===== src/rtl/i2s_dac_pkg.sv =====
// Shared constants and small helpers for the I2S DAC transmitter slice.
package i2s_dac_pkg;

  localparam int DAC_WIDTH       = 24;
  localparam int DAC_SCLK_DIV    = 4;
  // Two channels, each DAC_WIDTH bits, each bit 2*DAC_SCLK_DIV clk cycles long.
  localparam int SAMPLE_RATE_DIV = 2 * DAC_WIDTH * 2 * DAC_SCLK_DIV;

  typedef enum logic {
    CH_LEFT  = 1'b0,
    CH_RIGHT = 1'b1
  } i2s_chan_e;

  function automatic i2s_chan_e chan_for_bit(input int bit_idx, input int width);
    return (bit_idx >= width) ? CH_RIGHT : CH_LEFT;
  endfunction

endpackage


===== src/rtl/i2s_dac_transmitter_if.sv =====
// Sample/serial bus of the I2S DAC transmitter: master supplies samples, slave serialises them.
interface i2s_dac_transmitter_if
  import i2s_dac_pkg::*;
#(
  parameter int WIDTH = DAC_WIDTH
);

  logic                    enable;
  logic signed [WIDTH-1:0] left_data;
  logic signed [WIDTH-1:0] right_data;
  logic                    sclk;
  logic                    lrclk;
  logic                    sd;
  logic                    sample_req;

  modport master (
    output enable, left_data, right_data,
    input  sclk, lrclk, sd, sample_req
  );

  modport slave (
    input  enable, left_data, right_data,
    output sclk, lrclk, sd, sample_req
  );

endinterface


===== src/rtl/i2s_dac_sclk_div.sv =====
// Bit-clock divider: sclk toggles every SCLK_DIV enabled clk cycles, with strobes that
// flag the clk edge on which sclk is about to rise or fall and the enable-start edge.
module i2s_dac_sclk_div
  import i2s_dac_pkg::*;
#(
  parameter int SCLK_DIV = DAC_SCLK_DIV
) (
  input  logic clk,
  input  logic rstn,
  input  logic enable,
  output logic sclk,
  output logic rise,
  output logic fall,
  output logic start
);

  localparam int              CNT_W    = (SCLK_DIV > 1) ? $clog2(SCLK_DIV) : 1;
  localparam logic [CNT_W-1:0] CNT_LAST = CNT_W'(SCLK_DIV - 1);

  logic [CNT_W-1:0] div_cnt;
  logic             active;
  logic             tick;

  // The start edge holds the count at zero so the first rise lands SCLK_DIV edges later.
  assign start = enable && !active;
  assign tick  = enable && active && (div_cnt == CNT_LAST);
  assign rise  = tick && !sclk;
  assign fall  = tick && sclk;

  always_ff @(posedge clk or negedge rstn) begin
    if (!rstn) begin
      active  <= 1'b0;
      div_cnt <= '0;
      sclk    <= 1'b0;
    end else if (!enable) begin
      active  <= 1'b0;
      div_cnt <= '0;
      sclk    <= 1'b0;
    end else if (!active) begin
      active  <= 1'b1;
      div_cnt <= '0;
    end else if (tick) begin
      div_cnt <= '0;
      sclk    <= ~sclk;
    end else begin
      div_cnt <= div_cnt + 1'b1;
    end
  end

endmodule


===== src/rtl/i2s_dac_transmitter.sv =====
// Stereo I2S DAC transmitter. Default build is left-justified; define I2S_DAC_I2S_DELAY_EN
// for standard I2S alignment (MSB delayed one bit clock after the lrclk edge).
module i2s_dac_transmitter
  import i2s_dac_pkg::*;
#(
  parameter int WIDTH    = DAC_WIDTH,
  parameter int SCLK_DIV = DAC_SCLK_DIV
) (
  input  logic clk,
  input  logic rstn,
  i2s_dac_transmitter_if.slave bus
);

  localparam int               FRAME_BITS = 2 * WIDTH;
  localparam int               BIT_W      = $clog2(FRAME_BITS);
  localparam logic [BIT_W-1:0] BIT_LAST   = BIT_W'(FRAME_BITS - 1);

  logic                  sclk_q;
  logic                  sclk_rise;
  logic                  sclk_fall;
  logic                  frame_start;
  logic                  frame_wrap;
  logic                  latch;
  logic [BIT_W-1:0]      bit_cnt;
  logic [BIT_W-1:0]      bit_nxt;
  logic [FRAME_BITS-1:0] shadow;
  logic [FRAME_BITS-1:0] shadow_nxt;
  logic                  lrclk_q;
  logic                  sd_q;
  logic                  req_q;

  i2s_dac_sclk_div #(
    .SCLK_DIV (SCLK_DIV)
  ) u_sclk_div (
    .clk    (clk),
    .rstn   (rstn),
    .enable (bus.enable),
    .sclk   (sclk_q),
    .rise   (sclk_rise),
    .fall   (sclk_fall),
    .start  (frame_start)
  );

  // Both strobes come from the same divider tick; seeing them together means sclk is corrupt.
  always_comb assert (!(sclk_rise && sclk_fall));

  // Shadow register holds the frame MSB-first: left word on top, shifted out one bit per fall.
  assign frame_wrap = sclk_fall && (bit_cnt == BIT_LAST);
  assign latch      = frame_start || frame_wrap;
  assign shadow_nxt = latch ? {bus.left_data, bus.right_data}
                            : {shadow[FRAME_BITS-2:0], 1'b0};
  assign bit_nxt    = latch ? '0 : bit_cnt + 1'b1;

  always_ff @(posedge clk or negedge rstn) begin
    if (!rstn) begin
      bit_cnt <= '0;
      shadow  <= '0;
      lrclk_q <= 1'b0;
      sd_q    <= 1'b0;
      req_q   <= 1'b0;
    end else if (!bus.enable) begin
      bit_cnt <= '0;
      shadow  <= '0;
      lrclk_q <= 1'b0;
      sd_q    <= 1'b0;
      req_q   <= 1'b0;
    end else begin
      req_q <= latch;
      if (latch || sclk_fall) begin
        bit_cnt <= bit_nxt;
        shadow  <= shadow_nxt;
        lrclk_q <= chan_for_bit(int'(bit_nxt), WIDTH);
`ifdef I2S_DAC_I2S_DELAY_EN
        // The bit leaving the shadow now is the previous period's bit; a fresh start has none.
        sd_q    <= frame_start ? 1'b0 : shadow[FRAME_BITS-1];
`else
        sd_q    <= shadow_nxt[FRAME_BITS-1];
`endif
      end
    end
  end

  assign bus.sclk       = sclk_q;
  assign bus.lrclk      = lrclk_q;
  assign bus.sd         = sd_q;
  assign bus.sample_req = req_q;

endmodule


===== src/flat_wrapper.sv =====
// flat-port wrapper written by rule: the top's interface ports become plain ports
module i2s_dac_transmitter_flat import i2s_dac_pkg::*;
#(
  parameter int WIDTH    = DAC_WIDTH,
  parameter int SCLK_DIV = DAC_SCLK_DIV
)
  (clk, rstn, bus_enable, bus_left_data, bus_right_data, bus_sclk, bus_lrclk, bus_sd, bus_sample_req);
  i2s_dac_transmitter_if #(.WIDTH(WIDTH)) bus_i ();
  input  logic clk;
  input  logic rstn;
  input wire logic [$bits(bus_i.enable)-1:0] bus_enable;
  input wire logic [$bits(bus_i.left_data)-1:0] bus_left_data;
  input wire logic [$bits(bus_i.right_data)-1:0] bus_right_data;
  output wire logic [$bits(bus_i.sclk)-1:0] bus_sclk;
  output wire logic [$bits(bus_i.lrclk)-1:0] bus_lrclk;
  output wire logic [$bits(bus_i.sd)-1:0] bus_sd;
  output wire logic [$bits(bus_i.sample_req)-1:0] bus_sample_req;
  assign bus_i.enable = bus_enable;
  assign bus_i.left_data = bus_left_data;
  assign bus_i.right_data = bus_right_data;
  assign bus_sclk = bus_i.sclk;
  assign bus_lrclk = bus_i.lrclk;
  assign bus_sd = bus_i.sd;
  assign bus_sample_req = bus_i.sample_req;
  i2s_dac_transmitter #(.WIDTH(WIDTH), .SCLK_DIV(SCLK_DIV)) u_core (.clk(clk), .rstn(rstn), .bus(bus_i));
endmodule

===== config.mk =====
export PLATFORM = sky130hd
export DESIGN_NAME = i2s_dac_transmitter_flat
export DESIGN_NICKNAME = d
export VERILOG_FILES = /design/src/rtl/i2s_dac_pkg.sv /design/src/rtl/i2s_dac_transmitter_if.sv /design/src/rtl/i2s_dac_sclk_div.sv /design/src/rtl/i2s_dac_transmitter.sv /design/src/flat_wrapper.sv
export SDC_FILE = /design/constraint.sdc
export NUM_CORES = 1
export LEC_CHECK = 0
export CORE_MARGIN = 4
export CORE_UTILIZATION = 46
export DETAILED_ROUTE_END_ITERATION = 12
export GPL_ROUTABILITY_DRIVEN = 0
export PLACE_DENSITY = 0.87
export SETUP_SLACK_MARGIN = 0.4
export SYNTH_ARGS = -nofsm -noshare
export SYNTH_HDL_FRONTEND = slang
export SYNTH_SLANG_ARGS = --single-unit

===== constraint.sdc =====
create_clock -name clk -period 1.7 [get_ports clk]
set_clock_uncertainty 0.2 [all_clocks]
set_input_delay 0.255 -clock clk [delete_from_list [all_inputs] [get_ports clk]]
set_output_delay 0.255 -clock clk [all_outputs]
set_load 0.01 [all_outputs]

==> results.md, run 1 <==
* Die span in x at 84.10 µm
* CP startpoint kind: flop
* Post-DP HPWL at 3.927 mm
* Vias in the first global route at 2,239
* RSZ-0062 raised after global routing: yes
* Status: finished, violations left
* Actual slew at the worst max-slew pin at 0.3520 ns
* Number of detailed-route iterations in the first pass at 5
* CTS max path bufs at 2
* Critical Path Fanout Max at 21
* WL final at roughly 6 mm
* Root Buffer: clkbuf_8
* Highest Clock Rate at ~570 MHz
* Simple-gate area share of the yosys netlist at 0.04744
* Vias per std cell at approximately 5.3
* TritonCTS clock tree: done
* Synth warn at 0
* Fill cell count at 407
* Global-route wire length before repair at 9.929 mm
* Setup WS post-layout at -0.06476 ns
* Setup violators final at 48
* Sum Neg Setup Slack at -2.045 ns
* Num Clock Sinks at 60
* EDFF count, synth at 0
* Main combinational cell family by area after synthesis: compound AO/OA/AOI/OAI gates
* DR WL/cell at 14.74 µm
* # rows at 27
* H-tree depth at 3
* Nets at 393
* Die area at ~7100 µm²
* Die Span Y at 84.10 µm
* Synth Area in Compound Gates at 0.2640
* CTS clk-pin slew, worst paths at 0.06 ns
* Critical R2R Capture: u_core.shadow[37]
* Max-Cap Viols at 0
* Initial antenna violation count at 0
* Placed Area at 3458 µm²
* DRC violations left at 0
* Starting Density at 0.4779
* Mapped Cells at 262
* Largest net degree at the start of global routing at 61
* Post-synth top flop: dfrtp_1
* Diode count at 0
* Mean post-synth cell area at 10.17 µm²
* CP Data Required Time at 1.71 ns
* PwrDens at roughly 830 nW/µm²
* Placed insts at slightly below 400
* Share of post-route cells with drive strength above 1 at 0.1977
* Crit path capture type: flop
* Total grt overflow at 0
* Final antenna-violating net count at 0
* Post-synth ARST share at 1.000
* Aggregate global-route resource usage at 0.1785
* Rel. slew slack at 0.7653
* Fin crit share at 1.038
* Mux contribution to synthesized area at 0.003758
* Insertion delay to the later sink of the worst-skew pair at 0.33 ns
* Tmin final at 1.765 ns
* I/O pin count at 55
* Post-synthesis sequential area ratio at 0.5636
* Synthesis-to-layout area growth at 43.73%
* Total CTS buffers at 9
* Maximum vdd ir drop at approximately 0.00056 V
* Critical path endpoint: u_core.shadow[37]
* Vias at 2,201
* Reg2Reg Launch Point: u_core.bit_cnt[1]
* DP Worst Slack at -0.2762 ns
* Reg2Reg Depth at 6
* Mapped Area at 2664 µm²
* Final instance area at 3829 µm²
* Syn nets at approximately 320
* DR iter-0 viols at 134
* Distinct cells, synth at 30
* Pwr Total at roughly 3.2 mW
* PortBufs at 54
* Core ar. at 5574 µm²
* Crit path launch: u_core.bit_cnt[1]
* Most frequent cells in the layout: dfrtp_1, clkdlybuf4s50_1, inv_1
* Hold Path Class: in2async
* Post-synthesis register bit count at 60
* Final number of hold-violating endpoints at 0
* Xor and xnor area share after synthesis at 0.006576
* Utilization after layout at 0.6869
* Reg-to-reg setup timing slack at -0.06 ns
* Failing checks: setup timing
* WS Path Type: reg2reg
* Final Non-Filler Cells at 416
* Most common cell after layout, fill and taps aside: dfrtp_1
* WP data arrival at 1.78 ns
* P_leak at 1.812 nW
* Slew Viols, Final at 0
* Post-Synth Adder-Cell Area at 0.009394
* Worst hold margin at 0.2475 ns
[how the worst min path moves through the flow]
| stage | start | endpoint | slack [ns] | cells past startpoint |
|---|---|---|---|---|
| floorplan | rstn | u_core.bit_cnt[0] | -0.24 | 0 |
| global placement | rstn | u_core.u_sclk_div.sclk | 0.08 | 2 |
| detailed placement | rstn | u_core.u_sclk_div.sclk | 0.08 | 2 |
| CTS | u_core.u_sclk_div.div_cnt[0] | u_core.u_sclk_div.div_cnt[0] | 0.23 | 1 |
| global route | bus_right_data[9] | u_core.shadow[9] | 0.26 | 3 |
| finish | rstn | u_core.u_sclk_div.sclk | 0.25 | 3 |
[final cells by class]
type                       count  area (µm²)  share of cell area
tap                           72       90.09             0.02353
sequential                    60        1501              0.3922
multi-input combinational    137       991.0              0.2588
clock buffer                  14       172.7             0.04510
clock inverter                 1       30.03            0.007843
inverter                      49       183.9             0.04804
timing repair buffer          83       859.6              0.2245
[routing by layer]
| metal | GRT usage | share of wire | vias up |
|---|---|---|---|
| met4 | 0.09795 | 0.024 | 0 |
| met3 | 0.04344 | 0.063 | 11 |
| li1 | - | - | 1077 |
| met2 | 0.3128 | 0.50 | 60 |
| met1 | 0.1967 | 0.41 | 1053 |
| met5 | 0 | 0 | - |
[where the power goes]
part | internal [mW] | switching (mW)
clock | 0.790 | 0.505
sequential | 1.50 | 0.0419
combinational | 0.187 | 0.138
[registers in the layout, indices dropped and copies added, names as in the netlist]
signal / flops
u_core.u_sclk_div.sclk: 1
u_core.bus.sample_req: 1
u_core.u_sclk_div.active: 1
u_core.u_sclk_div.div_cnt: 2
u_core.bus.sd: 1
u_core.shadow: 47
u_core.bus.lrclk: 1
u_core.bit_cnt: 6
[cells in the mapped netlist, types with 2 or more instances]
master	number	area [µm²]
nand2_1	8	30.03
nand4_1	2	12.51
buf_2	10	50.05
a22oi_1	47	352.8
nor2_1	3	11.26
a22o_1	4	35.03
a21oi_2	2	17.52
o21ai_1	3	15.01
ha_1	2	25.02
and3_1	2	12.51
nand3_1	3	15.01
buf_6	3	33.78
a21oi_1	2	10.01
inv_1	48	180.2
clkbuf_1	2	7.510
dfrtp_1	60	1501
o21ai_0	48	240.2
[logic make-up after synthesis]
kind of cell / count (synthesis)
adder cells (fa/ha/maj): 2
multiplexers: 1
buffers and inverters: 65
flip-flops: 60
XOR/XNOR: 2
AO/OA/AOI/OAI: 109
AND/OR/NAND/NOR: 23
[critical path, cell delays in order, from the launching register on]
cell and delay, ns:
dfrtp_1 0.39, ha_2 0.20, and4b_4 0.21, a32oi_2 0.22
buf_6 0.19, buf_12 0.16, o21ai_1 0.07
[timing repair]
| item | CTS | global route |
|---|---|---|
| pin swaps | 2 | 7 |
| cloned | 0 | 1 |
| setup buffers | 3 | 3 |
| endpoints found under the hold margin | 60 | 0 |
| resized for setup | 36 | 26 |
| hold buffers | 1 | 0 |
| endpoints found under the setup margin | 60 | 61 |
(Power assumes the default switching activity.)
==> run 2, diff against run 1 <==
--- a/config.mk
+++ b/config.mk
@@ -6,9 +6,11 @@
 export NUM_CORES = 1
 export LEC_CHECK = 0
+export CELL_PAD_IN_SITES_DETAIL_PLACEMENT = 0
+export CELL_PAD_IN_SITES_GLOBAL_PLACEMENT = 1
 export CORE_MARGIN = 4
-export CORE_UTILIZATION = 46
+export CORE_UTILIZATION = 35
 export DETAILED_ROUTE_END_ITERATION = 12
 export GPL_ROUTABILITY_DRIVEN = 0
-export PLACE_DENSITY = 0.87
+export PLACE_DENSITY = 0.86
 export SETUP_SLACK_MARGIN = 0.4
 export SYNTH_ARGS = -nofsm -noshare
==> constraint.sdc (replaced) <==
create_clock -name clk -period 1.7 [get_ports clk]
set_clock_uncertainty 0.2 [all_clocks]
set_input_delay 0.255 -clock clk [delete_from_list [all_inputs] [get_ports clk]]
set_output_delay 0.255 -clock clk [all_outputs]
set_load 0.05 [all_outputs]
==> results.md, run 2 (synthesized netlist as in run 1, its figures left out) <==
* Core ar. at 7331 µm² (+32%)
* Fill cell count at 578 (+42%)
* PwrDens at 747.1 nW/µm² (-9.5%)
* Synthesis-to-layout area growth at 65.76%
* Final antenna-violating net count at 0 (unchanged)
* Post-DP HPWL at 4.061 mm (+3.4%)
* Gate power share at 0.129 (+0.026)
* Total CTS buffers at 9 (unchanged)
* # rows at 31 (+15%)
* Sum Neg Setup Slack at -2.520 ns (-0.4747 ns)
* Share of post-route cells with drive strength above 1 at 0.3764 (+0.1787)
* Maximum vdd ir drop at 0.0003861 V (-31%)
* Setup violators final at 52 (+8.3%)
* Aggregate global-route resource usage at 0.1525 (-0.02603)
* CP delay by family, top: buffers and inverters
* Number of detailed-route iterations in the first pass at 5 (unchanged)
* DRC violations left at 0 (unchanged)
* Final number of hold-violating endpoints at 0 (unchanged)
* Actual slew at the worst max-slew pin at 0.3714 ns (+0.01941 ns)
* Num Clock Sinks at 60 (unchanged)
* CP Data Required Time at 1.71 ns (about the same)
* Status: finished, violations left
* Most common cell after layout, fill and taps aside: dfrtp_1
* Insertion delay to the later sink of the worst-skew pair at 0.33 ns (about the same)
* DR WL/cell at 16.33 µm (+11%)
* Fin crit share at 1.068 (+0.03003)
* PortBufs at 54 (unchanged)
* Sequential share of power at 0.473 (-0.014)
* Cell Chain, Critical Path: ha_2 > buf_6 > nand4_1 > a21oi_4 > buf_12 > clkbuf_16 > a22oi_2 > o21ai_1
* Rel. slew slack at 0.7524 (-0.01294)
* RSZ-0062 raised after global routing: yes
* Biggest register: u_core.shadow
* Sw Share at 0.2437 (+0.02674)
* Diode count at 0 (unchanged)
* Total grt overflow at 0 (unchanged)
* Global-route wire length before repair at 10.76 mm (+8.3%)
* Reg2Reg Launch Point: u_core.u_sclk_div.div_cnt[0]
* Setup WS post-layout at -0.1158 ns (-0.05104 ns)
* Vias at 2,365 (+7.5%)
* Hold Path Class: in2async
* Nets at 412 (+4.8%)
* Highest Clock Rate at 550.7 MHz (-2.8%)
* Biggest regs: u_core.shadow (47), u_core.bit_cnt (6), u_core.u_sclk_div.div_cnt (2)
* Critical Path Fanout Max at 9 (-57%)
* DP Worst Slack at -0.2892 ns (-0.01292 ns)
* Internal power at 2.495 mW (+0.85%)
* Slowest CP cell: dfrtp_1
* Root Buffer: clkbuf_8
* CTS max path bufs at 2 (unchanged)
* Starting Density at 0.3634 (-0.1145)
* Initial antenna violation count at 0 (unchanged)
* H-tree depth at 3 (unchanged)
* WS Path Type: reg2reg
* P_leak at 1.948 nW (+7.5%)
* CP bufs+invs at 3 (+1)
* Crit path capture type: flop
* Vias in the first global route at 2,354 (+5.1%)
* Failing checks: setup timing
* Utilization after layout at 0.6023 (-0.08455)
* Tmin final at 1.816 ns (+0.05104 ns)
* Die area at 9071 µm² (+28%)
* Vias per std cell at 5.108 (-3.5%)
* Max-Cap Viols at 0 (unchanged)
* CP max stage delay at 0.39 ns (about the same)
* Die Span Y at 95.24 µm (+13%)
* TritonCTS clock tree: done
* Die span in x at 95.24 µm (+13%)
* Number of flip-flops in the largest register at 47 (unchanged)
* CTS clk-pin slew, worst paths at 0.07 ns (about the same)
* Most frequent cells in the layout: dfrtp_1, clkdlybuf4s50_1, inv_1
* Largest net degree at the start of global routing at 61 (unchanged)
* Clk pwr share at 0.397 (-0.013)
* Slew Viols, Final at 0 (unchanged)
* DR iter-0 viols at 110 (-18%)
* CP startpoint kind: flop
* Crit path launch: u_core.u_sclk_div.div_cnt[0]
* Switch Pwr at 803.8 µW (+17%)
* WP data arrival at 1.82 ns (+0.04 ns)
* I/O pin count at 55 (unchanged)
* WL final at 7.562 mm (+23%)
==> run 2: changes by cell type in the layout (fill, tap and decap cells not counted), moves of 4 or more <==
cell and change:
a22oi_2 +45, clkbuf_16 +4, buf_6 +11, buf_2 -4
a22oi_1 -45, o21ai_2 +7, o21ai_1 -5, buf_8 +4
==> run 2: path summary, 6_finish.rpt <==
path	to	slack [ns]	cells after the start
worst max-delay path	u_core.shadow[44]	-0.12	8
worst min-delay path	u_core.bit_cnt[5]	0.25	3
worst max register to register	u_core.shadow[44]	-0.12	8
worst min register to register	u_core.shadow[17]	0.31	2
max in group asynchronous	u_core.shadow[11]	0.77	3
min in group clk	u_core.shadow[2]	0.25	3
==> run 2: what timing repair did <==
item	in CTS	in global routing
hold endpoints to repair	60	0
setup endpoints to repair	61	61
hold buffers	1	0
gates resized for setup	62	51
pin swaps	7	6
cloned	3	8
buffers inserted	7	1
==> run 2: worst register-to-register path, delay by kind of cell, from the launching register on <==
kind	cells	cell delay (ns)
buffers and inverters	3	0.45
adder cells (fa/ha/maj)	1	0.20
AO/OA/AOI/OAI	3	0.31
flip-flops	1	0.39
AND/OR/NAND/NOR	1	0.15
==> run 2: area by class of cell <==
cell class | instances | area [µm²] | area share
clock inverter | 4 | 47.55 | 0.01077
clock buffer | 12 | 155.1 | 0.03514
tap | 99 | 123.9 | 0.02805
multi-input combinational | 137 | 1201 | 0.2720
timing repair buffer | 102 | 1199 | 0.2715
sequential | 60 | 1503 | 0.3403
inverter | 49 | 186.4 | 0.04222
==> run 2: stage by stage <==
stage	hold WS, ns	instances	area (µm²)	power [mW]
after detailed placement	0.09059	427	3545	1.881
after global placement	0.08368	427	3545	1.873
final	0.2507	463	4415	3.299
after floorplan	-0.2406	262	2694	1.667
after CTS	0.2389	454	4010	3.252
after global routing	0.2573	463	4415	3.423
==> run 2: power groups by stage <==
stage / sequential (mW) / combinational (mW) / clock, mW
5_1_grt: 1.57 / 0.465 / 1.39
4_1_cts: 1.54 / 0.378 / 1.33
2_1_floorplan: 1.56 / 0.107 / 0
6_report: 1.56 / 0.427 / 1.31
3_5_place_dp: 1.56 / 0.319 / 0
3_3_place_gp: 1.56 / 0.314 / 0
==> run 2: per-layer routing <==
metal	vias up	GRT usage	part of all wire
li1	1116	-	-
met1	1165	0.1904	0.40
met2	78	0.2542	0.53
met3	6	0.05367	0.062
met4	0	0.03365	0.0083
met5	-	0	0
